[src/rtl/cpu_pkg.sv]
// Shared decode definitions: immediate format codes, RV32 opcodes and RVC
// quadrant/funct3 constants used by the immediate decode stage.
package cpu_pkg;

    typedef enum logic [2:0] {
        FMT_NONE = 3'd0,
        FMT_I    = 3'd1,
        FMT_S    = 3'd2,
        FMT_B    = 3'd3,
        FMT_U    = 3'd4,
        FMT_J    = 3'd5,
        FMT_Z    = 3'd6
    } imm_fmt_t;

    localparam logic [6:0] OPC_LOAD      = 7'b0000011;
    localparam logic [6:0] OPC_OP_IMM    = 7'b0010011;
    localparam logic [6:0] OPC_AUIPC     = 7'b0010111;
    localparam logic [6:0] OPC_OP_IMM_32 = 7'b0011011;
    localparam logic [6:0] OPC_STORE     = 7'b0100011;
    localparam logic [6:0] OPC_LUI       = 7'b0110111;
    localparam logic [6:0] OPC_BRANCH    = 7'b1100011;
    localparam logic [6:0] OPC_JALR      = 7'b1100111;
    localparam logic [6:0] OPC_JAL       = 7'b1101111;
    localparam logic [6:0] OPC_SYSTEM    = 7'b1110011;

    localparam logic [1:0] RVC_Q0 = 2'b00;
    localparam logic [1:0] RVC_Q1 = 2'b01;
    localparam logic [1:0] RVC_Q2 = 2'b10;

    localparam logic [2:0] C0_ADDI4SPN = 3'b000;
    localparam logic [2:0] C0_LW       = 3'b010;
    localparam logic [2:0] C0_SW       = 3'b110;
    localparam logic [2:0] C1_ADDI     = 3'b000;
    localparam logic [2:0] C1_JAL      = 3'b001;
    localparam logic [2:0] C1_LI       = 3'b010;
    localparam logic [2:0] C1_LUI      = 3'b011;
    localparam logic [2:0] C1_J        = 3'b101;
    localparam logic [2:0] C1_BEQZ     = 3'b110;
    localparam logic [2:0] C1_BNEZ     = 3'b111;
    localparam logic [2:0] C2_LWSP     = 3'b010;
    localparam logic [2:0] C2_SWSP     = 3'b110;

    // Per-beat metadata carried alongside the immediate and PC
    typedef struct packed {
        imm_fmt_t    fmt;
        logic        is_rvc;
        logic [31:0] instr;
    } beat_meta_t;

endpackage

[src/rtl/imm_extract.sv]
// Combinational immediate extraction: maps one instruction word to its
// sign/zero-extended immediate, format code and compressed flag.
module imm_extract
    import cpu_pkg::*;
#(
    parameter int unsigned XLEN   = 32,
    parameter bit          RVC_EN = 1'b0
) (
    input  logic [31:0]     i_instr,
    output logic [XLEN-1:0] o_imm_c,
    output logic [2:0]      o_fmt_c,
    output logic            o_is_rvc_c
);

    always_comb begin
        o_imm_c    = '0;
        o_fmt_c    = FMT_NONE;
        o_is_rvc_c = 1'b0;
        if (i_instr[1:0] == 2'b11) begin
            case (i_instr[6:0])
                OPC_OP_IMM, OPC_LOAD, OPC_JALR: begin
                    o_imm_c = XLEN'($signed(i_instr[31:20]));
                    o_fmt_c = FMT_I;
                end
                OPC_OP_IMM_32: begin
                    if (XLEN == 64) begin
                        o_imm_c = XLEN'($signed(i_instr[31:20]));
                        o_fmt_c = FMT_I;
                    end
                end
                OPC_STORE: begin
                    o_imm_c = XLEN'($signed({i_instr[31:25], i_instr[11:7]}));
                    o_fmt_c = FMT_S;
                end
                OPC_BRANCH: begin
                    o_imm_c = XLEN'($signed({i_instr[31], i_instr[7], i_instr[30:25],
                                             i_instr[11:8], 1'b0}));
                    o_fmt_c = FMT_B;
                end
                OPC_LUI, OPC_AUIPC: begin
                    o_imm_c = XLEN'($signed({i_instr[31:12], 12'b0}));
                    o_fmt_c = FMT_U;
                end
                OPC_JAL: begin
                    o_imm_c = XLEN'($signed({i_instr[31], i_instr[19:12], i_instr[20],
                                             i_instr[30:21], 1'b0}));
                    o_fmt_c = FMT_J;
                end
                OPC_SYSTEM: begin
                    // CSR*I variants: funct3 101/110/111 carry zimm in the rs1 field
                    if (i_instr[14] && (i_instr[13:12] != 2'b00)) begin
                        o_imm_c = XLEN'(i_instr[19:15]);
                        o_fmt_c = FMT_Z;
                    end
                end
                default: ;
            endcase
        end else if (RVC_EN) begin
            o_is_rvc_c = 1'b1;
            case ({i_instr[1:0], i_instr[15:13]})
                {RVC_Q0, C0_ADDI4SPN}: begin
                    o_imm_c = XLEN'({i_instr[10:7], i_instr[12:11], i_instr[5], i_instr[6], 2'b00});
                    o_fmt_c = FMT_I;
                end
                {RVC_Q0, C0_LW}: begin
                    o_imm_c = XLEN'({i_instr[5], i_instr[12:10], i_instr[6], 2'b00});
                    o_fmt_c = FMT_I;
                end
                {RVC_Q0, C0_SW}: begin
                    o_imm_c = XLEN'({i_instr[5], i_instr[12:10], i_instr[6], 2'b00});
                    o_fmt_c = FMT_S;
                end
                {RVC_Q1, C1_ADDI}, {RVC_Q1, C1_LI}: begin
                    o_imm_c = XLEN'($signed({i_instr[12], i_instr[6:2]}));
                    o_fmt_c = FMT_I;
                end
                {RVC_Q1, C1_LUI}: begin
                    // rd == x2 selects C.ADDI16SP in the C.LUI slot
                    if (i_instr[11:7] == 5'd2) begin
                        o_imm_c = XLEN'($signed({i_instr[12], i_instr[4:3], i_instr[5],
                                                 i_instr[2], i_instr[6], 4'b0000}));
                        o_fmt_c = FMT_I;
                    end else begin
                        o_imm_c = XLEN'($signed({i_instr[12], i_instr[6:2], 12'b0}));
                        o_fmt_c = FMT_U;
                    end
                end
                {RVC_Q1, C1_JAL}, {RVC_Q1, C1_J}: begin
                    o_imm_c = XLEN'($signed({i_instr[12], i_instr[8], i_instr[10:9], i_instr[6],
                                             i_instr[7], i_instr[2], i_instr[11], i_instr[5:3],
                                             1'b0}));
                    o_fmt_c = FMT_J;
                end
                {RVC_Q1, C1_BEQZ}, {RVC_Q1, C1_BNEZ}: begin
                    o_imm_c = XLEN'($signed({i_instr[12], i_instr[6:5], i_instr[2],
                                             i_instr[11:10], i_instr[4:3], 1'b0}));
                    o_fmt_c = FMT_B;
                end
                {RVC_Q2, C2_LWSP}: begin
                    o_imm_c = XLEN'({i_instr[3:2], i_instr[12], i_instr[6:4], 2'b00});
                    o_fmt_c = FMT_I;
                end
                {RVC_Q2, C2_SWSP}: begin
                    o_imm_c = XLEN'({i_instr[8:7], i_instr[12:9], 2'b00});
                    o_fmt_c = FMT_S;
                end
                default: ;
            endcase
        end
    end

endmodule

[src/rtl/imm_decode_stage.sv]
// Registered immediate-decode pipeline stage with valid/ready handshake,
// optional 2-entry skid buffer and flush.
module imm_decode_stage
    import cpu_pkg::*;
#(
    parameter int unsigned XLEN   = 32,
    parameter bit          RVC_EN = 1'b0,
    parameter bit          SKID   = 1'b1
) (
    input  logic            i_clk,
    input  logic            i_rst,
    input  logic            i_flush,
    input  logic            i_in_valid,
    output logic            o_in_ready,
    input  logic [31:0]     i_in_instr,
    input  logic [XLEN-1:0] i_in_pc,
    output logic            o_out_valid,
    input  logic            i_out_ready,
    output logic [XLEN-1:0] o_out_imm,
    output logic [2:0]      o_out_fmt,
    output logic            o_out_is_rvc,
    output logic [31:0]     o_out_instr,
    output logic [XLEN-1:0] o_out_pc
);

    if (XLEN != 32 && XLEN != 64) begin : g_bad_xlen
        $error("imm_decode_stage: XLEN must be 32 or 64");
    end
    if (RVC_EN && XLEN == 64) begin : g_bad_rvc
        $error("imm_decode_stage: RVC_EN requires XLEN=32");
    end

    logic [XLEN-1:0] w_imm;
    logic [2:0]      w_fmt;
    logic            w_is_rvc;
    beat_meta_t      w_new_meta;
    logic            w_in_fire;
    logic            w_out_load;

    logic            r_out_valid;
    logic [XLEN-1:0] r_out_imm;
    logic [XLEN-1:0] r_out_pc;
    beat_meta_t      r_out_meta;

    imm_extract #(
        .XLEN   (XLEN),
        .RVC_EN (RVC_EN)
    ) u_extract (
        .i_instr    (i_in_instr),
        .o_imm_c    (w_imm),
        .o_fmt_c    (w_fmt),
        .o_is_rvc_c (w_is_rvc)
    );

    assign w_new_meta = '{fmt: imm_fmt_t'(w_fmt), is_rvc: w_is_rvc, instr: i_in_instr};
    assign w_in_fire  = i_in_valid && o_in_ready;
    assign w_out_load = !r_out_valid || i_out_ready;

    if (SKID) begin : g_skid
        logic            r_skid_valid;
        logic [XLEN-1:0] r_skid_imm;
        logic [XLEN-1:0] r_skid_pc;
        beat_meta_t      r_skid_meta;

        assign o_in_ready = !r_skid_valid;

        // Output register refills from skid first, else straight from the input
        always_ff @(posedge i_clk) begin
            if (i_rst) begin
                r_out_valid  <= 1'b0;
                r_out_imm    <= '0;
                r_out_pc     <= '0;
                r_out_meta   <= '0;
                r_skid_valid <= 1'b0;
                r_skid_imm   <= '0;
                r_skid_pc    <= '0;
                r_skid_meta  <= '0;
            end else if (i_flush) begin
                r_out_valid  <= 1'b0;
                r_skid_valid <= 1'b0;
            end else if (w_out_load) begin
                if (r_skid_valid) begin
                    r_out_valid  <= 1'b1;
                    r_out_imm    <= r_skid_imm;
                    r_out_pc     <= r_skid_pc;
                    r_out_meta   <= r_skid_meta;
                    r_skid_valid <= 1'b0;
                end else begin
                    r_out_valid <= w_in_fire;
                    if (w_in_fire) begin
                        r_out_imm  <= w_imm;
                        r_out_pc   <= i_in_pc;
                        r_out_meta <= w_new_meta;
                    end
                end
            end else if (w_in_fire) begin
                r_skid_valid <= 1'b1;
                r_skid_imm   <= w_imm;
                r_skid_pc    <= i_in_pc;
                r_skid_meta  <= w_new_meta;
            end
        end
    end else begin : g_noskid
        assign o_in_ready = w_out_load;

        always_ff @(posedge i_clk) begin
            if (i_rst) begin
                r_out_valid <= 1'b0;
                r_out_imm   <= '0;
                r_out_pc    <= '0;
                r_out_meta  <= '0;
            end else if (i_flush) begin
                r_out_valid <= 1'b0;
            end else if (w_out_load) begin
                r_out_valid <= w_in_fire;
                if (w_in_fire) begin
                    r_out_imm  <= w_imm;
                    r_out_pc   <= i_in_pc;
                    r_out_meta <= w_new_meta;
                end
            end
        end
    end

    assign o_out_valid  = r_out_valid;
    assign o_out_imm    = r_out_imm;
    assign o_out_pc     = r_out_pc;
    assign o_out_fmt    = r_out_meta.fmt;
    assign o_out_is_rvc = r_out_meta.is_rvc;
    assign o_out_instr  = r_out_meta.instr;

endmodule
[config.mk]
export PLATFORM = sky130hd
export DESIGN_NAME = imm_decode_stage
export DESIGN_NICKNAME = d
export VERILOG_FILES = /design/src/rtl/cpu_pkg.sv /design/src/rtl/imm_extract.sv /design/src/rtl/imm_decode_stage.sv
export SDC_FILE = /design/constraint.sdc
export NUM_CORES = 1
export LEC_CHECK = 0
export BUFFER_PORTS_ARGS = -buffer_cell sky130_fd_sc_hd__buf_2
export CORE_UTILIZATION = 34
export DETAILED_ROUTE_END_ITERATION = 6
export SETUP_SLACK_MARGIN = 0.3
export SYNTH_ARGS = -nofsm -noshare
export SYNTH_HDL_FRONTEND = slang
export SYNTH_HIERARCHICAL = 1
export SYNTH_SLANG_ARGS = --single-unit
[constraint.sdc]
create_clock -name i_clk -period 3.5 [get_ports i_clk]
set_clock_uncertainty 0.05 [all_clocks]
set_input_delay 0.35 -clock i_clk [delete_from_list [all_inputs] [get_ports i_clk]]
set_output_delay 0.35 -clock i_clk [all_outputs]
set_load 0.02 [all_outputs]
==> results of run 1 <==
## metal layers
metal  GRT usage [%]  part of all wire, %
met1           23.73                   48
met2           28.37                   45
met3           3.093                  4.6
met4           4.957                  2.2
met5               0                0.036
## cells by family (layout without fill, tap and decap cells)
| kind of cell | Yosys count | count (layout) | synth area share (%) |
|---|---|---|---|
| simple gates | 266 | 266 | 15.99 |
| flops | 202 | 202 | 38.89 |
| mux | 200 | 200 | 19.25 |
| buf+inv | 108 | 231 | 6.149 |
| other cells | 1 | 1 | 0.03607 |
| compound gates | 232 | 232 | 19.59 |
| xor+xnor | 1 | 1 | 0.08425 |
## worst min path at each step
stage | slack, ns | depth (start not counted) | start | endpoint
2_1_floorplan | 0.38 | 1 | i_flush | o_out_valid
3_5_place_dp | 0.41 | 2 | g_skid.r_skid_meta[28] | g_skid.r_skid_meta[28]
3_3_place_gp | 0.41 | 2 | g_skid.r_skid_meta[33] | g_skid.r_skid_meta[33]
5_1_grt | 0.02 | 2 | i_flush | o_out_valid
4_1_cts | 0.01 | 2 | i_flush | g_skid.r_skid_valid
6_report | 0.04 | 2 | i_flush | g_skid.r_skid_valid
## critical path, delay by kind of cell, from the launching register on
family / cells / cell delay, ns
DFF: 1 / 0.75
buffers and inverters: 3 / 0.78
## cells in the final DEF (no fill, tap or decap), types with 5 or more instances in the layout
| cell type | synthesis | final |
|---|---|---|
| a211oi_2 | 100 | 100 |
| a21boi_1 | 6 | 6 |
| a21o_1 | 8 | 8 |
| a21oi_1 | 100 | 100 |
| buf_12 | 0 | 7 |
| buf_2 | 43 | 169 |
| bufinv_16 | 0 | 5 |
| clkbuf_16 | 0 | 26 |
| clkinv_2 | 0 | 5 |
| dfxtp_1 | 202 | 201 |
| inv_1 | 7 | 7 |
| mux2i_1 | 200 | 200 |
| nand2b_1 | 201 | 201 |
| nand3_1 | 25 | 25 |
| nor3_1 | 6 | 6 |
## power by group
part	switching (mW)	total, mW	internal [mW]
logic	0.443	0.712	0.269
registers	0.0492	2.43	2.38
clock network	1.02	2.83	1.81
## cell type report
class / count / share of cell area [%]
clock buffers: 33 / 5.865
clock inverters: 12 / 1.566
inverters: 7 / 0.2150
multi-input cells: 700 / 46.93
flip-flops and latches: 202 / 33.11
well taps: 390 / 3.992
repair buffers: 179 / 8.312
## registers in the layout, indices dropped and copies added (netlist names)
name	count
g_skid.r_skid_imm	32
g_skid.r_skid_meta	36
g_skid.r_skid_pc	32
g_skid.r_skid_valid	1
o_out_fmt	3
o_out_imm	32
o_out_instr	32
o_out_is_rvc	1
o_out_pc	32
o_out_valid	1
## per-stage QoR
stage,instance area [sq um],util [%],hold WS (ns),cells
CTS,12220,40.91,0.01416,1523
global placement,11310,37.87,0.4078,1478
finish,12220,40.91,0.03503,1523
global route,12220,40.91,0.02224,1523
floorplan,10400,-,0.3785,1010
detailed placement,11310,37.87,0.4133,1478
==> summary.md, run 1 <==
| Metric | Value |
|---|---|
| Vias | `7808` |
| Cts hold-fix bufs | `0` |
| Final global-route overflow total | `0` |
| Top FF cell, synth | `dfxtp_1` |
| Synth warn | `6` |
| Reg-to-reg slack, setup | `between 1 and 1.5 ns` |
| Final Setup Violations | `0` |
| I/O Pins | `171` |
| RR Endpoint | `o_out_instr[19]` |
| Worst Hold Class | `input port to register` |
| Rows | `63` |
| Worst-Margin Slew | `0.8013 ns` |
| Fin crit share | `~70%` |
| CTS Buffer Depth | `3` |
| Crit start category | `register` |
| Slew headroom | `between 40% and 50%` |
| Die height | `roughly 180 um` |
| Req. time, crit path | `3.10 ns` |
| Ranking of synthesized cells by area | `dfxtp_1 (39%), mux2i_1 (19%), nand2b_1 (12%), a211oi_2 (12%), a21oi_1 (4.8%)` |
| Critical Path Source | `g_skid.r_skid_valid` |
| Die width | `176.9 um` |
| Crit-path slowest cell | `dfxtp_4` |
| Root buffer cell | `clkbuf_16` |
| Initial core utilization | `34.80%` |
| Die ar. | `31280 sq um` |
| Post-synthesis area per instance | `a little over 10 sq um` |
| DR DRC count | `0` |
| Pwr dens | `488.6 nW/um^2` |
| Post-synthesis async set-or-reset flop share | `0%` |
| Post-synth top area share | `38.89%` |
| VDD IR max | `0.3016 mV` |
| Critical-path cell list | `buf_12 > inv_1 > buf_2` |
| Worst r2r path cells | `4` |
| Multi-input gate area | `5737 sq um` |
| Run status | `completed` |
| Setup ws final | `1.044 ns` |
| Pre-CTS WS | `1.168 ns` |
| Vias in the first global route | `7862` |
| Maximum clock rate | `between 400 and 500 MHz` |
| Register area share after synthesis | `38.89%` |
| WS Path Type | `register to primary output` |
| H-tree Lvls | `1` |
| ANT cells | `0` |
| Syn Nets | `1079` |
| Wire length of the first global-routing pass | `about 44000 um` |
| Fill count | `2905` |
| Synth-to-Final Area Change | `17.56%` |
| Leak | `around 4.3 nW` |
| RSZ-0062 raised after global routing | `no` |
| Post-Synthesis Cells | `a little over 1000` |
| Yosys cell types | `49` |
| Fin. Hold Viols | `0` |
| CP arrival | `2.06 ns` |
| Setup Buffers After CTS | `0` |
| Largest net degree at the start of global routing | `101` |
| Port Buffers | `170` |
| Nets | `about 1200` |
| Max incr delay on CP | `0.75 ns` |
| Placer congestion estimate | `0.7275` |
| CP endpoint | `o_in_ready` |
| Worst-Skew Late Latency | `0.51 ns` |
| Clock slew at reported path FFs | `0.06 ns` |
| Fin. max-slew vios | `0` |
| Vias per cell | `roughly 5` |
| Clock sink count | `202` |
| Reg area | `4048 sq um` |
| Mapped cell area | `10400 sq um` |
| Initial antenna violation count | `1` |
| DRT Wirelength | `27560 um` |
| Dpl hpwl | `around 17000 um` |
| Synth area leader | `dfxtp_1` |
| Crit end category | `primary output` |
| CORE AREA | `29870 sq um` |
| Post-synth EDFFs | `0` |
| DRT iter0 DRCs | `509` |
| Most common cell in the netlist | `dfxtp_1` |
| Post-DRT Antenna Nets | `0` |
| Reg-to-reg startpoint | `g_skid.r_skid_valid` |
| CTS tree | `done` |
| Layout cells sized above 1 | `between 20% and 30%` |
| FF+latch count, synth | `202` |
| Post-CTS sizing | `0` |
| Total CTS buffers | `25` |
| Tot Pwr | `5.972 mW` |
| Drt wl/cell | `18.10 um` |
| Commonest cells post-synth | `dfxtp_1 (202), nand2b_1 (201), mux2i_1 (200)` |
| DR pass1 iterations | `5` |
| Setup TNS | `0 ns` |
| Crit path max fanout | `between 70 and 80` |
| Tot GR Track Use | `between 10% and 20%` |
| Tmin final | `about 2.5 ns` |
| Max capacitance violation total | `0` |
Note: power is estimated with default switching activity, not from simulation.
==> run 2: changes to the inputs <==
Clock period 3.5 ns to 2.46 ns, I/O delays scaled along.
==> summary.md, run 2 (synthesis gave the netlist of run 1 again) <==
| Metric | Value |
|---|---|
| Layout cells sized above 1 | `28.75%` |
| Placer congestion estimate | `0.7858` |
| H-tree Lvls | `1` |
| Synth-to-Final Area Change | `22.35%` |
| Die width | `~180 um` |
| Nets | `between 1000 and 1500` |
| Sequential share of power | `43.2%` |
| DR DRC count | `0` |
| Worst r2r path cells | `4` |
| Final global-route overflow total | `0` |
| Post-place instance area | `11430 sq um` |
| Multi-input gate area | `5737 sq um` |
| Clock sink count | `202` |
| I/O Pins | `171` |
| Fin. Hold Viols | `0` |
| Setup TNS | `0 ns` |
| Clk network pwr share | `43.1%` |
| Tot Pwr | `8.018 mW` |
| CORE AREA | `29870 sq um` |
| Worst Hold Class | `input port to register` |
| CTS tree | `done` |
| Switching power | `2.136 mW` |
| Worst-Skew Late Latency | `around 0.52 ns` |
| Max capacitance violation total | `0` |
| Rows | `63` |
| Total CTS buffers | `25` |
| Setup Buffers After CTS | `0` |
| Die ar. | `31280 sq um` |
| Tmin final | `1.940 ns` |
| Vias per cell | `slightly above 5` |
| Final Cell Area | `between 10000 and 15000 sq um` |
| Post-DRT Antenna Nets | `0` |
| Reg area | `4048 sq um` |
| Cell internal pwr | `5.882 mW` |
| Vias | `about 8000` |
| Port Buffers | `170` |
| Pwr dens | `630.3 nW/um^2` |
| Worst-Margin Slew | `1.007 ns` |
| Req. time, crit path | `about 2.2 ns` |
| Die height | `between 150 and 200 um` |
| RSZ-0062 raised after global routing | `no` |
| Gate power share | `a little over an eighth` |
| WS Path Type | `register to primary output` |
| CP arrival | `1.64 ns` |
| DR pass1 iterations | `4` |
| Max reg flops | `36` |
| Largest net degree at the start of global routing | `about 100` |
| Initial antenna violation count | `1` |
| Maximum clock rate | `515.5 MHz` |
| DRT Wirelength | `28360 um` |
| Fin crit share | `78.85%` |
| Fill count | `2931` |
| Crit start category | `register` |
| Commonest non-fill, non-tap cells in the layout | `nand2b_1 (201), dfxtp_1 (201), mux2i_1 (200), buf_2 (169)` |
| Biggest register | `g_skid.r_skid_meta` |
| ANT cells | `0` |
| Wire length of the first global-routing pass | `44240 um` |
| Sw Ratio | `26.64%` |
| Drt wl/cell | `17.91 um` |
| Hold path depth | `3` |
| Tot GR Track Use | `17.75%` |
| Crit path max fanout | `43` |
| Slew headroom | `32.84%` |
| Crit end category | `primary output` |
| Vias in the first global route | `8210` |
| Run status | `completed` |
| Clock slew at reported path FFs | `0.06 ns` |
| Root buffer cell | `clkbuf_16` |
| Leak | `4.502 nW` |
| DRT iter0 DRCs | `approximately 380` |
| Initial core utilization | `34.80%` |
| Dpl hpwl | `17740 um` |
| Final Setup Violations | `0` |
| Fin. max-slew vios | `0` |
| VDD IR max | `0.4693 mV` |
| CTS Buffer Depth | `3` |
-- run 2: worst paths after layout --
kind                            start  slack [ns]                     end
setup reg to reg          o_out_valid        0.64            o_out_pc[26]
hold reg to reg   g_skid.r_skid_pc[7]        0.42     g_skid.r_skid_pc[7]
hold / removal         i_in_instr[31]        0.01  g_skid.r_skid_meta[31]
setup / recovery  g_skid.r_skid_valid        0.52              o_in_ready
-- run 2: cell type report --
type	instances	area share, %
Multi-Input combinational cell	700	45.10
Sequential cell	202	31.82
Timing Repair Buffer	241	12.97
Clock buffer	36	5.715
Tap cell	390	3.836
Clock inverter	7	0.3541
Inverter	7	0.2065
-- run 2: through the flow --
stage               util, %  hold slack, ns  setup slack, ns  std cells
floorplan                 -          0.2745           0.8824       1010
CTS                   42.58       0.0003985           0.4795       1583
finish                42.58         0.01413           0.5203       1583
detailed placement    38.28          0.4126           0.5054       1489
global route          42.58         0.01198           0.4048       1583
global placement      38.28          0.4069           0.5041       1489
-- run 2: critical path: stages, from the launching register on --
cell	delay, ns
dfxtp_4	0.39
buf_6	0.48
inv_1	0.07
buf_2	0.17
-- run 2: power groups by stage --
stage               combinational, mW  clock, mW  sequential, mW
floorplan                       0.572          0            3.65
global placement                 1.03          0            3.53
detailed placement               1.04          0            3.53
CTS                              1.11       3.56            3.46
global route                     1.18       3.69            3.47
finish                           1.10       3.46            3.46
-- run 2: routing by layer --
metal | vias to the layer above | track usage (%) | wire length (um) | part of all wire (%)
met2 | 180 | 29.44 | 12910 | 46
met1 | 3850 | 23.53 | 13300 | 47
met5 | - | 0 | 8 | 0.028
met3 | 49 | 3.114 | 1416 | 5.0
li1 | 3924 | - | - | -
met4 | 2 | 4.921 | 723 | 2.5
-- run 2: what timing repair did --
item	CTS	global route
endpoints found under the setup margin	1	0
hold buffers	51	0
resized for setup	1	0
endpoints found under the hold margin	52	0
